===== src/rtl/freq_calc.sv =====
// freq_calc: reciprocal frequency readout, freq_hz = floor(b * REF_HZ / a),
// captured from stable count pairs and divided with a 64-step restoring divider.
module freq_calc #(
    parameter longint unsigned REF_HZ = 100_000_000,
    parameter int CNT_W = 32,
    parameter int OUT_W = 32,
    parameter int STABLE_CYC = 2
) (
    input  logic             clk,
    input  logic             rst,
    input  logic             safe,
    input  logic [CNT_W-1:0] a,
    input  logic [CNT_W-1:0] b,
    output logic [OUT_W-1:0] freq_hz,
    output logic             freq_valid,
    output logic             err,
    output logic             sat,
    output logic             busy
);
    typedef enum logic [1:0] {IDLE, MUL, DIV, DONE} state_t;

    state_t state, state_n;
    logic s1, safe_s;
    logic [CNT_W-1:0] a_d, b_d, a_last, b_last, a_q, b_q;
    logic [3:0] cnt;
    logic err_n;
    logic [63:0] num, quo;
    logic [CNT_W:0] rem;
    logic [CNT_W+1:0] trial;
    logic [5:0] iter;
    logic qual, capture, ge;

    // a pair is trusted only once it is settled and flagged safe, and is new
    assign qual = safe_s && a == a_d && b == b_d && (a != a_last || b != b_last);
    assign capture = state == IDLE && cnt == 4'(STABLE_CYC);
    assign trial = {rem, num[63]};
    assign ge = trial >= (CNT_W+2)'(a_q);
    assign busy = state != IDLE;

    always_ff @(posedge clk or posedge rst) begin
        if (rst) state <= IDLE;
        else state <= state_n;
    end

    always_comb begin
        state_n = state;
        case (state)
            IDLE: state_n = capture ? (a == '0 ? DONE : MUL) : IDLE;
            MUL: state_n = DIV;
            DIV: state_n = iter == 6'd0 ? DONE : DIV;
            default: state_n = IDLE;
        endcase
    end

    always_ff @(posedge clk or posedge rst) begin
        if (rst) begin
            s1 <= 1'b0;
            safe_s <= 1'b0;
            a_d <= '0;
            b_d <= '0;
            a_last <= '0;
            b_last <= '0;
            a_q <= '0;
            b_q <= '0;
            cnt <= '0;
            err_n <= 1'b0;
        end else begin
            s1 <= safe;
            safe_s <= s1;
            a_d <= a;
            b_d <= b;
            if (capture) begin
                a_last <= a;
                b_last <= b;
                a_q <= a;
                b_q <= b;
                cnt <= '0;
                err_n <= a == '0;
            end else if (!qual) begin
                cnt <= '0;
            end else if (cnt != 4'(STABLE_CYC)) begin
                cnt <= cnt + 4'd1;
            end
        end
    end

    always_ff @(posedge clk or posedge rst) begin
        if (rst) begin
            num <= '0;
            quo <= '0;
            rem <= '0;
            iter <= '0;
            freq_hz <= '0;
            freq_valid <= 1'b0;
            err <= 1'b0;
            sat <= 1'b0;
        end else begin
            freq_valid <= 1'b0;
            case (state)
                MUL: begin
                    num <= 64'(b_q) * REF_HZ;
                    rem <= '0;
                    iter <= 6'd63;
                end
                DIV: begin
                    num <= {num[62:0], 1'b0};
                    rem <= ge ? (CNT_W+1)'(trial - (CNT_W+2)'(a_q)) : trial[CNT_W:0];
                    quo <= {quo[62:0], ge};
                    iter <= iter - 6'd1;
                end
                DONE: begin
                    freq_valid <= 1'b1;
                    freq_hz <= err_n ? '0 : (|quo[63:OUT_W] ? '1 : quo[OUT_W-1:0]);
                    err <= err_n;
                    sat <= !err_n && |quo[63:OUT_W];
                end
                default: ;
            endcase
        end
    end
endmodule


===== config.mk =====
export PLATFORM = sky130hd
export DESIGN_NAME = freq_calc
export DESIGN_NICKNAME = d
export VERILOG_FILES = /design/src/rtl/freq_calc.sv
export SDC_FILE = /design/constraint.sdc
export NUM_CORES = 2
export LEC_CHECK = 0
export BUFFER_PORTS_ARGS = -buffer_cell sky130_fd_sc_hd__buf_4
export CORE_ASPECT_RATIO = 2
export CORE_MARGIN = 5
export CORE_UTILIZATION = 45
export DETAILED_ROUTE_END_ITERATION = 12
export MAX_ROUTING_LAYER = met4
export SLEW_MARGIN = 20
export SYNTH_ARGS = -nofsm -noshare
export SYNTH_HDL_FRONTEND = slang
export SYNTH_SLANG_ARGS = --single-unit

===== constraint.sdc =====
create_clock -name clk -period 11.84 [get_ports clk]
set_input_delay 1.184 -clock clk [delete_from_list [all_inputs] [get_ports clk]]
set_output_delay 1.184 -clock clk [all_outputs]
set_load 0.02 [all_outputs]

==> results.cfg <==
[power]
power.density_mw_per_mm2 = 83.8
vdd_drop_max_mv = 0.105
p_seq_share_pct = 45.8
p_sw_share_pct = 26.8
p_clk_share_pct = 44.1
intPower_mw = 1.85
p_comb_share_pct = 10.1
p_switching_uw = 677
leakage_nw = 14.7

[synthesis]
synthArstFlopShare_pct = 100
synth_edf_count = 0
synth.largest_area_cell = dfrtp_1
avgSynthCellArea_sq_um = 10.2
syn_area_sq_mm = 0.0276
synthCells = 2703
yosys_warnings = 0
synth_fp_nets = 3303
synth_top_area_share_pct = 30.0
synthTopCellsByCount = inv_1 (456), dfrtp_1 (331), fa_1 (268)
synth_cell_type_count = 82
synth_most_common_cell = inv_1
yosys_most_used_dff = dfrtp_1
synth_seq_cells = 331
yosys-top-cells-area = dfrtp_1 (30%), fa_1 (19%), ha_1 (12%), inv_1 (6.2%), xor2_1 (4.7%)
ys_seq_area_share_pct = 30.0

[placement]
port_buffers = 102
dpl.hpwl_um = 65000
place.gp.congestion = 0.968

[critical_path]
path_class = flop to flop
cp.arrival_ns = 7.35
path_delay_family = adder cells
cpMaxStageDelayCell = a31oi_1
path_buf_inv = 4
cp-end-kind = flop
slowest_delay_ns = 0.63
worstPathRequired_ns = 12.28
cp_cell_sequence = inv_1, fa_1, fa_1, inv_1, fa_1, fa_1, fa_1, inv_1, fa_1, inv_1, ha_1, nand4_1, nor3_1, o2111ai_1, a31oi_1, o2111ai_1, o21bai_1, a21oi_1, mux2i_1, a221o_1
crit_top_cell = fa_1
startpoint_type = flop
cp_max_fo = 10

[clock_network]
clock_latency_ns = 0.56
cts_root_buf = clkbuf_16
cts_buffers = 34
cts_tree = built
cts_sinks = 331
post-cts-setup-buffer-count = 0
htreeDepth = 2
postCtsHoldBufs = 0
cts_buffer_depth = 3
clk_pin_slew_ns = 0.07
cts_resized = 0

[timing]
rsz0062_at_grt = false
max_freq_mhz = 145
fin_crit_sh_pct = 58.4
hold_violations = 0
worst_pin_slew_ns = 0.950
slew-limit-headroom_pct = 36.6
maxSlewViolCount = 0
finalClockSkew_ns = 0.0132
period_needed_ns = 6.91
finalSetupTns_ns = 0
setup_viol = 0

[cells_and_area]
drive_gt1_share_pct = 9.63
area_growth_pct = 9.45
fin_util_pct = 49.6
nets = 3370

[grt]
grt_pass1_wl_um = 126000
grt_max_degree = 124
grt-ovfl-total = 0
antenna_found_initial = 1
grt_pass1_vias = 22700
grt.total_usage_pct = 25.4

[route]
final_antenna_net_count = 0
viasPerCell = 5.57
wl_um = 80200
drtIter0Drc = 863
via_count = 19900
drc_errors = 0
dr.pass1.iters = 5
wl_per_cell_um = 22.4

[die]
die-area_sq_mm = 0.0666
pin_count = 103
core-area_sq_mm = 0.0609
fp.dieW_um = 185
chipHeight_um = 360
initial_utilization_pct = 45.3
rows = 128

[status]
outcome = completed

[run]
cap_violations = 0

[min_path]
min_path_type = flop to flop
## metal layers
layer,track usage (%),routed length (um),vias to the layer above
met5,-,0,-
met4,14.9,6000,0
met3,2.15,1870,253
met2,49.3,46500,464
met1,23.6,25800,10100
li1,-,-,9121
## power by group through the flow
stage          clock network, mW  registers (mW)  logic [mW]
3_3_place_gp                   0            1.18       0.255
2_1_floorplan                  0            1.18       0.151
6_report                    1.11            1.16       0.256
5_1_grt                     1.19            1.16       0.282
3_5_place_dp                   0            1.18       0.260
4_1_cts                     1.15            1.16       0.261
## layout make-up
cell class	instances	area, sq um
diodes	1	2.50
multi-input cells	1825	17200
clock buffers	46	957
clock inverters	13	148
repair buffers	120	913
well taps	780	976
fillers	5655	30700
flip-flops and latches	331	8280
inverters	458	1730
## cell usage in the layout (no fill, tap or decap), types with 7 or more instances in the layout
cell	Yosys	layout
and2_1	9	9
o21ai_0	131	131
dfrtp_1	331	331
nand4_1	34	34
buf_4	4	119
mux2_2	68	68
nor3_1	14	14
a211oi_1	10	10
a21o_1	58	58
xnor2_1	55	55
nand2_1	193	193
a221o_1	8	8
nand2b_1	9	9
ha_1	265	262
a31oi_1	22	22
nand3_1	14	14
a22o_1	8	8
clkbuf_16	0	35
nor2b_1	10	10
o221ai_1	34	34
o2bb2ai_1	17	17
fa_1	268	268
xor2_1	149	149
nor2_1	111	109
o21bai_1	16	16
a21oi_1	127	127
mux2i_1	29	29
nor4_1	48	48
and3_1	10	10
clkbuf_1	64	7
inv_1	456	455
o22ai_1	12	12
o21a_1	11	11
## registers in the layout, summed over array words and instances (netlist names), 2 cells and up
name,count
quo,64
num,56
rem,33
a_d,32
a_q,32
b_d,32
b_q,32
freq_hz,32
iter,6
cnt,4
state,2
## through the flow
stage,setup WS (ns),hold WS [ns],cells,area (sq um),power (mW)
2_1_floorplan,1.49,0.331,2703,27600,1.33
6_report,4.93,0.353,3574,30200,2.53
4_1_cts,4.98,0.355,3572,30100,2.57
5_1_grt,4.68,0.369,3574,30200,2.63
3_3_place_gp,5.08,0.347,3513,29000,1.43
3_5_place_dp,4.99,0.342,3513,29000,1.44
## cell families (layout without fill, tap and decap cells)
group | after synthesis | count (layout) | share of synthesized area, %
buffers and inverters | 547 | 637 | 7.87
adder cells (fa/ha/maj) | 533 | 533 | 31.5
AO/OA/AOI/OAI | 518 | 518 | 12.3
AND/OR/NAND/NOR | 473 | 473 | 7.97
flip-flops | 331 | 331 | 30.0
XOR/XNOR | 204 | 204 | 6.48
multiplexers | 97 | 97 | 3.83
other | 0 | 1 | 0
## path summary, 6_finish.rpt
check	startpoint	endpoint	slack, ns	depth (start not counted)
worst min register to register	s1	safe_s	0.35	0
worst min-delay path	s1	safe_s	0.35	0
worst max register to register	b_q[4]	num[54]	4.93	20
min in group asynchronous	rst	num[53]	0.74	2
worst max-delay path	b_q[4]	num[54]	4.93	20
max in group asynchronous	rst	a_d[14]	8.69	4
Note: power is estimated with default switching activity, not from simulation.
